File: config.mk
export PLATFORM = sky130hd
export DESIGN_NAME = regex_multi_ctrl
export DESIGN_NICKNAME = d
export VERILOG_FILES = /design/src/rtl/regex_multi_ctrl.sv
export SDC_FILE = /design/constraint.sdc
export NUM_CORES = 1
export LEC_CHECK = 0
export CORE_AREA = 2 2 175 177
export DETAILED_ROUTE_END_ITERATION = 8
export DIE_AREA = 0 0 177 179
export GPL_TIMING_DRIVEN = 0
export PLACE_DENSITY = 0.78
export RECOVER_POWER = 50
export SYNTH_ARGS = -nofsm -noshare
export SYNTH_HDL_FRONTEND = slang
export SYNTH_SLANG_ARGS = --single-unit
File: constraint.sdc
create_clock -name clk -period 6.1 [get_ports clk]
set_input_delay 0.61 -clock clk [delete_from_list [all_inputs] [get_ports clk]]
set_output_delay 0.61 -clock clk [all_outputs]
set_load 0.02 [all_outputs]
File: src/rtl/regex_multi_ctrl.sv
// Multi-channel regex coprocessor controller: host command decode,
// per-channel FSM + saturating elapsed counter, round-robin memory arbiter.
// Ports: clk/rst_n; host cmd/address/data_in -> status/data_o registers;
// shared memory read (addr/valid/data) and write (addr/data/valid) ports;
// per-channel start handshake, done/accept/error, memory request/grant/rvalid,
// broadcast read data and synchronous clear.
// Optional build macro REGEX_CTRL_TIMEOUT_EN enables the per-channel
// watchdog (TIMEOUT state after TIMEOUT_CYCLES running cycles).
module regex_multi_ctrl #(
  parameter int REG_WIDTH        = 32,
  parameter int N_CH             = 4,
  parameter int MEM_R_WIDTH      = 80,
  parameter int MEM_R_ADDR_WIDTH = 9,
  parameter int MEM_W_WIDTH      = 40,
  parameter int MEM_W_ADDR_WIDTH = 10,
  parameter int TIMEOUT_CYCLES   = 2**20
) (
  input  logic                          clk,
  input  logic                          rst_n,
  input  logic [REG_WIDTH-1:0]          cmd_register,
  input  logic [REG_WIDTH-1:0]          address_register,
  input  logic [REG_WIDTH-1:0]          data_in_register,
  output logic [REG_WIDTH-1:0]          status_register,
  output logic [REG_WIDTH-1:0]          data_o_register,
  output logic [MEM_R_ADDR_WIDTH-1:0]   mem_r_addr,
  output logic                          mem_r_valid,
  input  logic [MEM_R_WIDTH-1:0]        mem_r_data,
  output logic [MEM_W_ADDR_WIDTH-1:0]   mem_w_addr,
  output logic [MEM_W_WIDTH-1:0]        mem_w_data,
  output logic                          mem_w_valid,
  output logic [N_CH-1:0]               ch_start_valid,
  input  logic [N_CH-1:0]               ch_start_ready,
  input  logic [N_CH-1:0]               ch_done,
  input  logic [N_CH-1:0]               ch_accept,
  input  logic [N_CH-1:0]               ch_error,
  input  logic [N_CH*MEM_R_ADDR_WIDTH-1:0] ch_mem_addr,
  input  logic [N_CH-1:0]               ch_mem_valid,
  output logic [N_CH-1:0]               ch_mem_ready,
  output logic [N_CH-1:0]               ch_mem_rvalid,
  output logic [MEM_R_WIDTH-1:0]        ch_mem_data,
  output logic [N_CH-1:0]               ch_clear
);

  localparam int CW    = REG_WIDTH;
  localparam int NWORD = (MEM_R_WIDTH + REG_WIDTH - 1) / REG_WIDTH;
  localparam int WSEL  = $clog2(NWORD);
  localparam int WSW   = (WSEL > 0) ? WSEL : 1;
  localparam int PADW  = (1 << WSW) * REG_WIDTH;
  localparam int PW    = (N_CH > 1) ? $clog2(N_CH) : 1;
  localparam int WMAX  = (MEM_W_WIDTH > REG_WIDTH) ? MEM_W_WIDTH
                                                   : REG_WIDTH;
  localparam logic [CW-1:0] TO_LAST = CW'(TIMEOUT_CYCLES - 1);

`ifdef REGEX_CTRL_TIMEOUT_EN
  localparam logic TO_EN = 1'b1;
`else
  localparam logic TO_EN = 1'b0;
`endif

  localparam logic [3:0] OP_WRITE   = 4'd1;
  localparam logic [3:0] OP_READ    = 4'd2;
  localparam logic [3:0] OP_START   = 4'd3;
  localparam logic [3:0] OP_RESTART = 4'd4;
  localparam logic [3:0] OP_ELAPSED = 4'd5;
  localparam logic [3:0] OP_RESET   = 4'd6;

  localparam logic [2:0] ST_IDLE = 3'd0;
  localparam logic [2:0] ST_RUN  = 3'd1;
  localparam logic [2:0] ST_ACC  = 3'd2;
  localparam logic [2:0] ST_REJ  = 3'd3;
  localparam logic [2:0] ST_ERR  = 3'd4;
  localparam logic [2:0] ST_TO   = 3'd5;

  logic [2:0]    st  [N_CH];
  logic [CW-1:0] cnt [N_CH];

  logic [3:0] op;
  logic [2:0] sel;
  logic       sel_ok;
  logic       is_write, is_read, is_start;
  logic       is_restart, is_elapsed, is_reset;
  logic       any_run, wr_ok, rd_ok;
  logic       set_rej, clr_rej, rej;

  logic [N_CH-1:0] run, sel_hit, start_req;
  logic [N_CH-1:0] restart_req, clr_req;
  logic [N_CH-1:0] to_fire, to_pulse, elig, grant;
  logic [2:0]      sel_st;
  logic [CW-1:0]   sel_cnt;

  logic [PW-1:0]  ptr, gidx;
  logic           found;
  logic           rd_pend;
  logic [WSW-1:0] rd_word, rd_word_n;
  logic [PADW-1:0] rd_pad;
  logic [WMAX-1:0] wpad;
  logic [REG_WIDTH-1:0] status_n;

  assign op         = cmd_register[3:0];
  assign sel        = cmd_register[10:8];
  assign sel_ok     = ({1'b0, sel} < 4'(N_CH));
  assign is_write   = (op == OP_WRITE);
  assign is_read    = (op == OP_READ);
  assign is_start   = (op == OP_START);
  assign is_restart = (op == OP_RESTART);
  assign is_elapsed = (op == OP_ELAPSED);
  assign is_reset   = (op == OP_RESET);

  assign any_run = |run;
  assign wr_ok   = is_write && !any_run;
  assign rd_ok   = is_read && !any_run;
  assign clr_rej = is_reset && (sel == 3'd7);

  // Host memory access is dropped while any channel owns the read port.
  assign set_rej =
    ((is_start | is_restart | is_elapsed | is_reset)
      && !sel_ok && !clr_rej)
    || ((is_write | is_read) && any_run);

  always_comb begin
    run         = '0;
    sel_hit     = '0;
    start_req   = '0;
    restart_req = '0;
    clr_req     = '0;
    to_fire     = '0;
    elig        = '0;
    sel_st      = ST_IDLE;
    sel_cnt     = '0;
    for (int i = 0; i < N_CH; i++) begin
      run[i]         = (st[i] == ST_RUN);
      sel_hit[i]     = sel_ok && (sel == 3'(i));
      start_req[i]   = is_start && sel_hit[i]
                       && (st[i] == ST_IDLE);
      restart_req[i] = is_restart && sel_hit[i];
      clr_req[i]     = is_reset && sel_hit[i];
      to_fire[i]     = TO_EN && run[i] && !ch_error[i]
                       && !ch_done[i] && !clr_req[i]
                       && (cnt[i] == TO_LAST);
      elig[i]        = ch_mem_valid[i]
                       && (run[i] || start_req[i]);
      if (sel_hit[i]) begin
        sel_st  = st[i];
        sel_cnt = cnt[i];
      end
    end
  end

  // Round-robin: first eligible channel at or after the pointer.
  always_comb begin
    grant = '0;
    gidx  = '0;
    found = 1'b0;
    for (int k = 0; k < N_CH; k++) begin
      if (!found && elig[(int'(ptr) + k) % N_CH]) begin
        grant[(int'(ptr) + k) % N_CH] = 1'b1;
        gidx  = PW'((int'(ptr) + k) % N_CH);
        found = 1'b1;
      end
    end
  end

  assign rd_word_n = (WSEL > 0) ? address_register[WSW-1:0]
                                : '0;
  assign rd_pad    = PADW'(mem_r_data);
  assign wpad      = WMAX'(data_in_register);

  assign mem_w_valid = wr_ok & rst_n;
  assign mem_w_addr  = address_register[MEM_W_ADDR_WIDTH-1:0];
  assign mem_w_data  = wpad[MEM_W_WIDTH-1:0];

  assign mem_r_valid = (found | rd_ok) & rst_n;
  assign mem_r_addr  = found
    ? ch_mem_addr[int'(gidx)*MEM_R_ADDR_WIDTH +: MEM_R_ADDR_WIDTH]
    : address_register[WSEL +: MEM_R_ADDR_WIDTH];

  assign ch_start_valid = start_req & {N_CH{rst_n}};
  assign ch_mem_ready   = grant & {N_CH{rst_n}};
  assign ch_mem_data    = mem_r_data;
  assign ch_clear       = (clr_req & {N_CH{rst_n}}) | to_pulse;

  always_comb begin
    status_n           = '0;
    status_n[2:0]      = sel_st;
    status_n[8]        = rej;
    status_n[16 +: N_CH] = run;
  end

  always_ff @(posedge clk or negedge rst_n) begin
    if (!rst_n) begin
      for (int i = 0; i < N_CH; i++) begin
        st[i]  <= ST_IDLE;
        cnt[i] <= '0;
      end
      ptr             <= '0;
      rej             <= 1'b0;
      to_pulse        <= '0;
      ch_mem_rvalid   <= '0;
      rd_pend         <= 1'b0;
      rd_word         <= '0;
      status_register <= '0;
      data_o_register <= '0;
    end else begin
      for (int i = 0; i < N_CH; i++) begin
        if (clr_req[i]) begin
          st[i]  <= ST_IDLE;
          cnt[i] <= '0;
        end else begin
          case (st[i])
            ST_IDLE: begin
              if (start_req[i] && ch_start_ready[i]) begin
                st[i]  <= ST_RUN;
                cnt[i] <= '0;
              end
            end
            ST_RUN: begin
              if (!(&cnt[i]))
                cnt[i] <= cnt[i] + CW'(1);
              if (ch_error[i])
                st[i] <= ST_ERR;
              else if (ch_done[i])
                st[i] <= ch_accept[i] ? ST_ACC : ST_REJ;
              else if (to_fire[i])
                st[i] <= ST_TO;
            end
            default: begin
              if (restart_req[i])
                st[i] <= ST_IDLE;
            end
          endcase
        end
      end

      to_pulse      <= to_fire;
      ch_mem_rvalid <= grant;
      if (found)
        ptr <= (int'(gidx) == N_CH - 1) ? '0
                                        : gidx + PW'(1);

      if (clr_rej)
        rej <= 1'b0;
      else if (set_rej)
        rej <= 1'b1;

      status_register <= status_n;
      rd_pend         <= rd_ok;
      rd_word         <= rd_word_n;

      // Memory data for a READ lands one cycle after the address.
      if (rd_pend)
        data_o_register <=
          rd_pad[int'(rd_word)*REG_WIDTH +: REG_WIDTH];
      else if (is_elapsed && sel_ok)
        data_o_register <= sel_cnt;
    end
  end

endmodule

==> After elaboration in Yosys (flattened, before gate mapping) <==
Cells that the tools add are included.
{ "classes": {"add_sub_neg": 8, "multipliers": 1, "div": 0, "order_cmp": 9, "n_eq_ne": 27, "shift": 2, "muxes": 89, "bitwise_logic": 16, "n_reduce_logical": 84} }
{ "ops": {"columns": ["op", "count"], "rows": [
  ["32-bit 2-to-1 mux", 18],
  ["32-bit one-hot mux with 2 select lines", 4],
  ["32-bit by 1-bit adder with 32-bit output, second input constant", 4],
  ["32-bit AND reduction", 4],
  ["128-bit by 8-bit indexed part select with 32-bit output", 1],
  ["3-bit 2-to-1 mux", 24],
  ["1-bit logical AND", 42],
  ["36-bit by 7-bit indexed part select with 9-bit output", 1],
  ["3-bit one-hot mux with 2 select lines", 4],
  ["3-bit AND reduction", 8],
  ["1-bit 2-to-1 mux", 21],
  ["4-bit 2-to-1 mux", 4],
  ["4-bit inequality test, second input constant", 4],
  ["4-bit nonzero test", 4],
  ["3-bit by 1-bit equality test with 1-bit output, second input constant", 5],
  ["3-bit logical NOT", 5],
  ["4-bit AND", 3],
  ["4-bit by 3-bit equality test with 1-bit output, second input constant", 3],
  ["3-bit by 4-bit < comparator with 1-bit output, second input constant", 3],
  ["3-bit by 2-bit inequality test with 1-bit output, second input constant", 4],
  ["3-bit inequality test, second input constant", 4],
  ["4-bit bitwise OR", 3],
  ["3-bit nonzero test", 4],
  ["2-bit 2-to-1 mux", 5],
  ["23 further kinds", 54]
]} }
{ "totals": {"register_bits": 190, "latchBits": 0, "ram_bits": 0, "rom_bits": 0, "in_bits": 234, "out_inout_bits": 221, "word_cells": 251, "n_memories": 0} }

==> Longest topological paths before layout <==
Gate-level depths: netlist (run 1).
{ "depth": {"depth_word": 21, "depth_mapped": 10, "ltp_nobuf": 8} }

==> Worst setup path after synthesis (run 1) <==
Ideal clock, no wire load.
{ "synth_timing": {"path_type": "register to output", "start": "register ptr[0]", "end": "output mem_r_addr[0]", "arrival_ns": 3.176, "required_ns": 5.490, "path_slack_ns": 2.314, "stages_incl_launch_ff": 10, "n_path_buf": 2, "cell_sequence": "dfrtp_1 > clkbuf_1 > clkinv_1 > ha_1 > or3_1 > a221o_1 > a32o_1 > buf_2 > mux2i_1 > a211oi_1"} }
{ "synth_between": {"elab_chain_cells": 15, "word_cells_on_any_way": 31, "classes_between": "3 x add/sub; 1 x mul; 1 x shift; 20 x mux; 6 x reduce/logical"} }
{ "synth_lines": {"columns": ["item", "line_no", "source"], "rows": [
  ["start, declared", "91", "logic [PW-1:0] ptr, gidx;"],
  ["start signal, assigned", "237", "ptr <= (int'(gidx) == N_CH - 1) ? '0"],
  ["2-bit by 1-bit adder with 2-bit output or 1-bit binary-select mux with 2-bit select (tied branches)", "155, 157", null],
  ["1-bit binary-select mux with 2-bit select or 1-bit 2-to-1 mux (tied branches)", "155", "if (!found && elig[(int'(ptr) + k) % N_CH]) begin"],
  ["1-bit 2-to-1 mux (not written as such)", "155", null],
  ["1-bit 2-to-1 mux (not written as such) or 1-bit logical NOT (tied branches)", "155", null],
  ["1-bit logical AND", "155", null],
  ["1-bit 2-to-1 mux", "155", null],
  ["1-bit logical NOT", "155", null],
  ["1-bit logical AND", "155", null],
  ["1-bit 2-to-1 mux", "155", null],
  ["1-bit logical NOT", "155", null],
  ["1-bit logical AND", "155", null],
  ["2-bit 2-to-1 mux", "155", null],
  ["2-bit by 4-bit multiplier with 6-bit output", "174", "? ch_mem_addr[int'(gidx)*MEM_R_ADDR_WIDTH +: MEM_R_ADDR_WIDTH]"],
  ["36-bit by 7-bit indexed part select with 9-bit output", "174", null],
  ["9-bit 2-to-1 mux (*)", "174", null],
  ["end, declared", "25", "output logic [MEM_R_ADDR_WIDTH-1:0] mem_r_addr,"]
]} }
Mark *: on every way between the ends. The rest lies on a longest branch, timed or not. The select of a mux whose other input is x is not followed.

==> Worst setup path after layout (run 1) <==
{ "layout_timing": {"start": "input rst_n", "end": "output ch_mem_ready[0]"} }
{ "layout_between": {"elab_chain_cells": 1} }
{ "layout_lines": {"columns": ["item", "line_no", "source"], "rows": [
  ["start, declared", "19", "input logic rst_n,"],
  ["4-bit AND", "178", "assign ch_mem_ready = grant & {N_CH{rst_n}};"],
  ["end, declared", "38", "output logic [N_CH-1:0] ch_mem_ready,"]
]} }
Every way passes these cells.

==> results.py, run 1 <==
metrics = {
    "status": {
        "status": "finished, violations left",
        "violations": "capacitance limit, slew limit",
    },
    "floorplan": {
        "fp.dieArea_um2": 31700,
        "coreArea_um2": 30000,
        "initial_core_util_pct": 43.7,
        "fp.dieW_um": 177,
        "placementRows": 64,
        "io_pins": 455,
        "die_y_um": 179,
    },
    "layout": {
        "area_delta_synth_final_pct": 35.2,
        "final_cells": 2278,
        "fillers": 2638,
        "nets": 2108,
        "drive_gt1_share_pct": 14.2,
        "final_cell_mix": "255 x clkdlybuf4s50_1, 191 x nor2_1, 190 x dfrtp_1",
        "layout_commonest_cell": "clkdlybuf4s50_1",
    },
    "placement": {
        "place_hpwl_um": 35500,
        "dp_cells": 2241,
        "portBuffers": 340,
        "dpl_worst_slack_ps": 1400,
        "gp_congestion": 0.974,
    },
    "power_and_ir_drop": {
        "combPwrFrac_pct": 45.5,
        "p_leak_uw": 0.00743,
        "p_sw_uw": 2140,
        "power.density_nw_per_um2": 285,
        "internal_power_uw": 2910,
        "p_clk_share_pct": 22.2,
        "pwr-share-seq_pct": 32.3,
        "switching_share_pct": 42.4,
        "peakVddDrop_uv": 215,
    },
    "setup_path": {
        "r2r-start": "ptr[0]",
        "cp.depth": 6,
        "cp.arrival_ps": 4540,
        "cp-start-kind": "primary input",
        "cp-end-kind": "output pin",
        "crit_path_max_fanout": 111,
        "crit_chain": "clkbuf_2, clkbuf_1, inv_1, a2111o_1, o221ai_1, clkdlybuf4s50_1",
        "crit_path_end": "ch_mem_ready[0]",
        "path_class": "in -> out",
        "cp_num_buf_inv": 4,
        "worstPathRequired_ps": 5490,
        "slowest_delay_ps": 1970,
        "r2r_cells": 8,
        "slowest_stage": "clkbuf_2",
        "reg2reg_slack_ps": 2820,
        "worst_r2r_endpoint": "ch_mem_rvalid[0]",
        "cp-startpoint": "rst_n",
        "crit_family": "buffers and inverters",
    },
    "synth": {
        "synth_area_leader_cell": "dfrtp_1",
        "synth-xor-area-share_pct": 5.34,
        "yosys.area_share.adder_pct": 0.954,
        "ys_seq_area_share_pct": 36.3,
        "ys.flop_type": "dfrtp_1",
        "ys_types": 78,
        "synth_top_family_by_area": "simple AND/OR/NAND/NOR gates",
        "netlist_top_cells_area": "dfrtp_1 36%, buf_4 8.8%, mux4_2 5.7%",
        "synth_edf_count": 0,
        "synth-compound-area-share_pct": 14.0,
        "syn_area_per_cell_um2": 8.90,
        "async_flop_share_pct": 100,
        "synth_cells": 1473,
        "yosysWarnings": 0,
        "synth_top_area_share_pct": 36.3,
        "synth_area_um2": 13100,
        "synth_seq_cells": 190,
        "muxShareOfSynthArea_pct": 9.65,
        "synth-simple-area-share_pct": 21.7,
    },
    "sta": {
        "slew_headroom_pct": -90.4,
        "fin_crit_sh_pct": 84.5,
        "final.setup_skew_ps": 20.7,
        "report.final.slew_viol_count": 194,
        "worst_pin_slew_ps": 2860,
        "hold_slack_ps": 418,
        "rsz0062_at_grt": "no",
        "fmax_mhz": 194,
        "finalCriticalPeriod_ps": 5150,
        "tns_ps": 0,
        "layout_setup_ws_ps": 946,
        "finalSetupViolCount": 0,
        "hold_viol_final": 0,
    },
    "worst_hold_path": {
        "hp-class": "reg -> reg",
    },
    "clock_tree": {
        "insertion_delay_ps": 460,
        "cts.sinks": 190,
        "cts_buffers": 17,
        "cts_hold_buf": 0,
        "cts-resized-gates": 0,
        "cts-root-buf": "clkbuf_16",
        "cts_tree": "yes",
        "clk_pin_slew_ps": 70,
        "postCtsSetupBuffers": 0,
        "clockBufferDepth": 2,
        "htreeDepth": 4,
    },
    "global_route": {
        "grt_max_degree": 112,
        "grt_pass1_vias": 12308,
        "overflow": 0,
        "grt_use_total_pct": 27.7,
        "grt_pass1_wl_um": 67500,
        "antenna_found_initial": 5,
    },
    "route": {
        "wire_per_inst_um": 19.7,
        "drc": 0,
        "route.vias.total": 12862,
        "drt_wl_total_um": 44800,
        "drtIter0Drc": 1097,
        "drt_first_pass_iters": 6,
        "ant_nets": 0,
        "viasPerCell": 5.65,
    },
    "flow_run": {
        "max_cap_viol_count": 2,
    },
}
==> worst reg2reg max path: stages (launching register included) <==
cell and delay, ps:
dfrtp_1 430, clkbuf_1 350, clkinv_1 370, ha_1 440, clkbuf_1 360, mux4_2 630, nor2b_1 280, a22oi_1 150
o221ai_1 200
==> power groups by stage <==
stage               logic (µW)  clock network [µW]  registers, µW
finish                    2300                1120           1630
CTS                       2340                1130           1630
floorplan                 1220                   0           1740
global placement          2290                   0           1640
detailed placement        2330                   0           1650
global route              2470                1170           1650
==> per-stage QoR <==
| stage | area, µm² | util, % | power, µW |
|---|---|---|---|
| detailed placement | 17200 | 57.2 | 3980 |
| global route | 17700 | 59.0 | 5290 |
| CTS | 17700 | 59.1 | 5090 |
| global placement | 17100 | 57.0 | 3940 |
| floorplan | 13200 | - | 2960 |
| finish | 17700 | 59.0 | 5050 |
==> cell type report <==
cell class                      count  area (µm²)  area share (%)
Antenna cell                        5        12.5          0.0706
Clock buffer                       19         443            2.50
Clock inverter                     13         143           0.805
Buffer                            222        1440            8.12
Tap cell                          396         495            2.80
Sequential cell                   190        4750            26.8
Inverter                           36         135           0.762
Multi-Input combinational cell   1056        6900            38.9
Timing Repair Buffer              341        3400            19.2
==> flip-flops by register name, summed over array words and instances (netlist names) <==
name,cells
ch_mem_rvalid,4
cnt,128
data_o_register,32
ptr,2
rd_pend,1
rd_word,2
rej,1
st,12
status_register,8
==> worst min path at each step <==
stage | end | cells after the start | from | slack (ps)
floorplan | ch_mem_rvalid[0] | 0 | rst_n | 310
global placement | status_register[8] | 0 | rej | 380
detailed placement | status_register[8] | 0 | rej | 390
CTS | cnt[33] | 1 | rst_n | 280
global route | status_register[8] | 0 | rej | 420
finish | status_register[8] | 0 | rej | 420
==> synthesized netlist by cell type, types with 4 or more instances <==
master and count:
nor2_1 191, dfrtp_1 190, buf_4 154, nand2_1 113, o21ai_0 93, a21oi_1 61, nand3_1 54, xnor2_1 50
clkbuf_1 49, mux2i_1 42, inv_1 35, mux4_2 33, nor4_1 31, xor2_1 30, nand4_1 29, nor3_1 27
and3_1 23, and4_1 17, or3_1 17, and2_1 16, o31ai_1 16, o221ai_1 14, a22oi_1 13, a211oi_1 12
buf_2 12, ha_1 10, mux2_2 9, nand2b_1 9, o221a_1 9, a221oi_1 7, a21o_1 6, a31oi_1 6
o21a_1 6, or2_2 6, buf_1 5, nor2b_1 5, o22ai_1 5, nor3_2 4, nor4b_1 4
==> logic make-up (layout without fill, tap and decap cells) <==
| kind of cell | Yosys count | count (layout) |
|---|---|---|
| flip-flops | 190 | 190 |
| other | 1 | 37 |
| multiplexers | 84 | 84 |
| adder cells (fa/ha/maj) | 10 | 10 |
| AND/OR/NAND/NOR | 570 | 570 |
| XOR/XNOR | 80 | 80 |
| buffers and inverters | 258 | 631 |
| AO/OA/AOI/OAI | 280 | 280 |
==> per-layer routing <==
metal  GRT usage (%)  share of wire [%]  routed length [µm]  vias up
li1                -                  -                   -     5910
met3            6.09                 10                4490       88
met2            48.3                 50               22200      746
met5               0                  0                   0        -
met4            11.0                3.1                1390        0
met1            33.2                 37               16600     6118
Note: power is estimated with default switching activity, not from simulation.
==> inputs of run 2 (changes only) <==
CORE_AREA = not set   (was 2 2 175 177)
CORE_UTILIZATION = 42   (was not set)
DIE_AREA = not set   (was 0 0 177 179)
clock period = 4.7 ns   (was 6.1 ns; I/O delays follow)
==> results.py, run 2 (synthesis gave the netlist of run 1 again) <==
metrics = {
    "setup_path": {
        "cp.arrival_ps": 4030,
        "crit_chain": "dlygate4sd3_1, and4bb_1, buf_6, a21o_1, nand3_1, or3_1, a2111o_1, a2111o_1, o221ai_1, clkdlybuf4s50_1",
        "slowest_stage": "clkdlybuf4s50_1",
        "cp_num_buf_inv": 3,
        "crit_path_max_fanout": 10,
        "worstPathRequired_ps": 4230,
        "cp-start-kind": "primary input",
        "cp-end-kind": "output pin",
        "crit_family": "buffers and inverters",
        "slowest_delay_ps": 710,
        "path_class": "in -> out",
        "cp_common_cell": "a2111o_1",
    },
    "sta": {
        "slew_headroom_pct": -92.4,
        "final.setup_skew_ps": 17.2,
        "worst_pin_slew_ps": 2890,
        "report.final.slew_viol_count": 116,
        "tns_ps": 0,
        "fin_crit_sh_pct": 95.8,
        "layout_setup_ws_ps": 197,
        "rsz0062_at_grt": "no",
        "finalCriticalPeriod_ps": 4500,
        "finalSetupViolCount": 0,
        "hold_viol_final": 12,
        "fmax_mhz": 222,
        "hold_slack_ps": -13.3,
    },
    "layout": {
        "top_regs": "cnt x128, data_o_register x32, st x12",
        "drive_gt1_share_pct": 14.5,
        "largest_reg_flops": 128,
        "stdcell_area_um2": 17800,
        "fillers": 2641,
        "multi_input_area_um2": 6900,
        "layout_commonest_cell": "clkdlybuf4s50_1",
        "final_cell_mix": "251 x clkdlybuf4s50_1, 190 x nor2_1, 189 x dfrtp_1",
        "top_register": "cnt",
        "nets": 2107,
        "final_cells": 2277,
        "seq_area_um2": 4760,
        "area_delta_synth_final_pct": 35.5,
    },
    "flow_run": {
        "max_cap_viol_count": 1,
    },
    "global_route": {
        "use_met2_pct": 46.3,
        "grt_pass1_wl_um": 66200,
        "use_met3_pct": 6.87,
        "grt_max_degree": 116,
        "grt_use_total_pct": 27.2,
        "top_usage_layer": "met2",
        "antenna_found_initial": 5,
        "met1_usage_pct": 32.4,
        "overflow": 0,
        "grt_pass1_vias": 12315,
    },
    "clock_tree": {
        "cts-resized-gates": 1,
        "clk_pin_slew_ps": 80,
        "cts-root-buf": "clkbuf_16",
        "cts_tree": "yes",
        "clockBufferDepth": 2,
        "postCtsSetupBuffers": 0,
        "cts.sinks": 190,
        "htreeDepth": 4,
        "insertion_delay_ps": 450,
        "cts_hold_buf": 0,
        "cts_buffers": 17,
    },
    "floorplan": {
        "io_pins": 455,
        "die_y_um": 179,
        "fp.dieW_um": 179,
        "placementRows": 64,
        "coreArea_um2": 30700,
        "fp.dieArea_um2": 31900,
        "initial_core_util_pct": 42.8,
    },
    "power_and_ir_drop": {
        "p_leak_uw": 0.00745,
        "total_power_uw": 6580,
        "peakVddDrop_uv": 285,
        "power.density_nw_per_um2": 370,
    },
    "placement": {
        "place_area_um2": 17200,
        "portBuffers": 340,
        "dp_cells": 2241,
        "dpl_worst_slack_ps": 282,
        "place_hpwl_um": 34800,
        "gp_congestion": 1.04,
    },
    "status": {
        "violations": "hold timing, capacitance limit, slew limit",
        "status": "finished, violations left",
    },
    "route": {
        "ant_nets": 0,
        "drt_wl_total_um": 44000,
        "drt_first_pass_iters": 7,
        "wire_per_inst_um": 19.3,
        "drc": 0,
        "drtIter0Drc": 987,
        "viasPerCell": 5.65,
        "route.vias.total": 12869,
    },
    "worst_hold_path": {
        "hp-class": "in -> async",
    },
}
## run 2: changes by cell type in the layout (fill, tap and decap cells not counted), moves of 3 or more
cell	delta
clkinv_8	+5
inv_8	-4
clkdlybuf4s50_1	-4
clkinv_4	-3
clkbuf_1	-4
dlygate4sd3_1	+4
inv_6	+3
## run 2: final timing paths
kind	end	depth (start not counted)	from	slack, ps
max	ch_mem_ready[0]	10	cmd_register[2]	200
max reg2reg	cnt[67]	6	st[6]	1590
min reg2reg	status_register[8]	0	rej	390
min	st[2]	1	rst_n	-10
min in group clk	status_register[8]	0	rej	390
max in group asynchronous	cnt[17]	2	rst_n	1510
## run 2: area by class of cell
type / instances / area share, %
multi-input combinational: 1056 / 38.8
sequential: 190 / 26.8
timing repair buffer: 341 / 19.2
buffer: 221 / 8.09
tap: 396 / 2.79
clock buffer: 17 / 2.39
clock inverter: 15 / 1.10
inverter: 36 / 0.767
antenna: 5 / 0.0704
## run 2: report_power, final
part	total, µW	internal [µW]	switching (µW)	leakage, µW
clock	1490	729	764	0.000295
sequential	2120	1880	235	0.00256
combinational	2970	1170	1790	0.00460
## run 2: routing by layer
metal  up-vias  part of all wire (%)
li1       5898                     -
met1      6151                    37
met2       736                    49
met3        84                    11
met4         0                   3.0
met5         -                     0
## run 2: through the flow
stage	hold slack [ps]	utilization (%)
after floorplan	174	-
after global placement	379	55.9
after detailed placement	368	56.0
after CTS	18.8	58.0
after global routing	32.5	58.0
final	-13.3	58.0
==> inputs of run 3 (changes only) <==
CORE_MARGIN = 2   (was not set)
TNS_END_PERCENT = 10   (was not set)
==> results.py, run 3 (synthesis gave the netlist of run 1 again) <==
metrics = {
    "status": {
        "status": "finished, violations left",
        "violations": "hold timing, capacitance limit, slew limit",
    },
    "worst_hold_path": {
        "hp-class": "in -> async",
    },
    "layout": {
        "largest_reg_flops": 128,
        "final_cell_mix": "251 x clkdlybuf4s50_1, 191 x nor2_1, 189 x dfrtp_1",
        "top_regs": "cnt x128, data_o_register x32, st x12",
        "area_delta_synth_final_pct": 35.4,
        "nets": 2107,
        "layout_commonest_cell": "clkdlybuf4s50_1",
        "top_register": "cnt",
        "drive_gt1_share_pct": 14.4,
    },
    "route": {
        "wire_per_inst_um": 19.7,
        "drc": 0,
        "drt_first_pass_iters": 6,
        "route.vias.total": 12870,
        "ant_nets": 0,
        "drt_wl_total_um": 44900,
        "viasPerCell": 5.65,
        "drtIter0Drc": 971,
    },
    "flow_run": {
        "max_cap_viol_count": 1,
    },
    "sta": {
        "report.final.slew_viol_count": 123,
        "fin_crit_sh_pct": 96.1,
        "slew_headroom_pct": -107,
        "worst_pin_slew_ps": 3100,
        "tns_ps": 0,
        "fmax_mhz": 221,
        "finalSetupViolCount": 0,
        "final.setup_skew_ps": 21.4,
        "rsz0062_at_grt": "no",
        "finalCriticalPeriod_ps": 4520,
        "hold_slack_ps": -20.4,
        "hold_viol_final": 12,
    },
    "setup_path": {
        "cp-startpoint": "ptr[1]",
        "r2r-start": "st[7]",
        "path_class": "reg -> out",
        "crit_path_max_fanout": 10,
        "cp.arrival_ps": 4050,
        "worst_r2r_endpoint": "cnt[67]",
        "cp-end-kind": "output pin",
        "cp-start-kind": "flip-flop",
        "reg2reg_slack_ps": 1590,
        "worstPathRequired_ps": 4230,
        "r2r_cells": 6,
    },
    "floorplan": {
        "initial_core_util_pct": 42.8,
        "placementRows": 64,
        "io_pins": 455,
        "die_y_um": 181,
        "fp.dieArea_um2": 32700,
        "coreArea_um2": 30700,
        "fp.dieW_um": 181,
    },
    "global_route": {
        "overflow": 0,
        "antenna_found_initial": 5,
        "grt_use_total_pct": 27.0,
        "grt_max_degree": 123,
        "grt_pass1_wl_um": 69700,
        "grt_pass1_vias": 12733,
    },
    "placement": {
        "place_hpwl_um": 35700,
        "portBuffers": 340,
        "gp_congestion": 0.978,
    },
    "clock_tree": {
        "htreeDepth": 4,
        "cts_hold_buf": 0,
        "cts_buffers": 17,
        "cts.sinks": 190,
        "insertion_delay_ps": 440,
        "cts_tree": "yes",
        "clk_pin_slew_ps": 80,
        "cts-root-buf": "clkbuf_16",
        "postCtsSetupBuffers": 0,
        "clockBufferDepth": 2,
    },
    "power_and_ir_drop": {
        "p_leak_uw": 0.00745,
        "peakVddDrop_uv": 245,
        "power.density_nw_per_um2": 369,
    },
}
run 3: changes by cell type in the layout (fill, tap and decap cells not counted):
cell	change
inv_8	+2
clkinv_8	-2
inv_6	-1
inv_12	-1
diode_2	-1
nor2_1	+1
nor2_2	-1
a211oi_1	-1
a211oi_2	+1
clkbuf_1	+1
clkinv_4	+1
run 3: worst max-delay path, stage by stage (launching register included):
cell             delay [ps]
dfrtp_1                 560
inv_1                   260
ha_1                    380
or3_1                   380
a221o_1                 330
a32o_1                  300
buf_2                   230
mux2i_1                 180
a211oi_2                330
clkdlybuf4s50_1         660
run 3: stage by stage:
| stage | std cells | utilization (%) | worst slack (ps) | power, µW | area (µm²) |
|---|---|---|---|---|---|
| 3_5_place_dp | 2241 | 56.0 | 92.9 | 5140 | 17200 |
| 4_1_cts | 2272 | 57.9 | 68.8 | 6610 | 17800 |
| 2_1_floorplan | 1504 | - | 1050 | 3850 | 13200 |
| 6_report | 2276 | 57.9 | 184 | 6550 | 17800 |
| 3_3_place_gp | 2240 | 55.9 | -5090 | 5080 | 17100 |
| 5_1_grt | 2276 | 57.9 | 6.89 | 6880 | 17800 |
run 3: worst max path at each step:
stage / endpoint / slack [ps] / cells past startpoint
global placement: ch_mem_ready[0] / -5090 / 6
global route: mem_r_addr[6] / 7 / 9
floorplan: mem_r_addr[0] / 1050 / 9
CTS: mem_r_addr[6] / 70 / 10
finish: mem_r_addr[6] / 180 / 9
detailed placement: mem_r_addr[6] / 90 / 11
run 3: what timing repair did:
action	CTS	global route
gates cloned	0	0
hold endpoints to repair	0	0
endpoints found under the setup margin	13	12
resized for setup	2	3
run 3: report_power, final:
part           switching, µW  internal (µW)  total (µW)
Clock                    753            721        1470
Combinational           1790           1170        2960
Sequential               229           1880        2110
Total                   2770           3780        6550
run 3: cell type report:
class                           instances  area [µm²]
Buffer                                221        1440
Sequential cell                       190        4760
Clock inverter                         14         169
Clock buffer                           18         429
Multi-Input combinational cell       1056        6910
Antenna cell                            4        10.0
Tap cell                              396         495
Timing Repair Buffer                  341        3410
Inverter                               36         136
Fill cell                            2768       12900
run 3: per-layer routing:
layer / routed length, µm / GRT usage, %
met4: 1170 / 8.26
met5: 12 / 0
met1: 17100 / 33.2
met3: 4350 / 5.99
met2: 22200 / 47.1
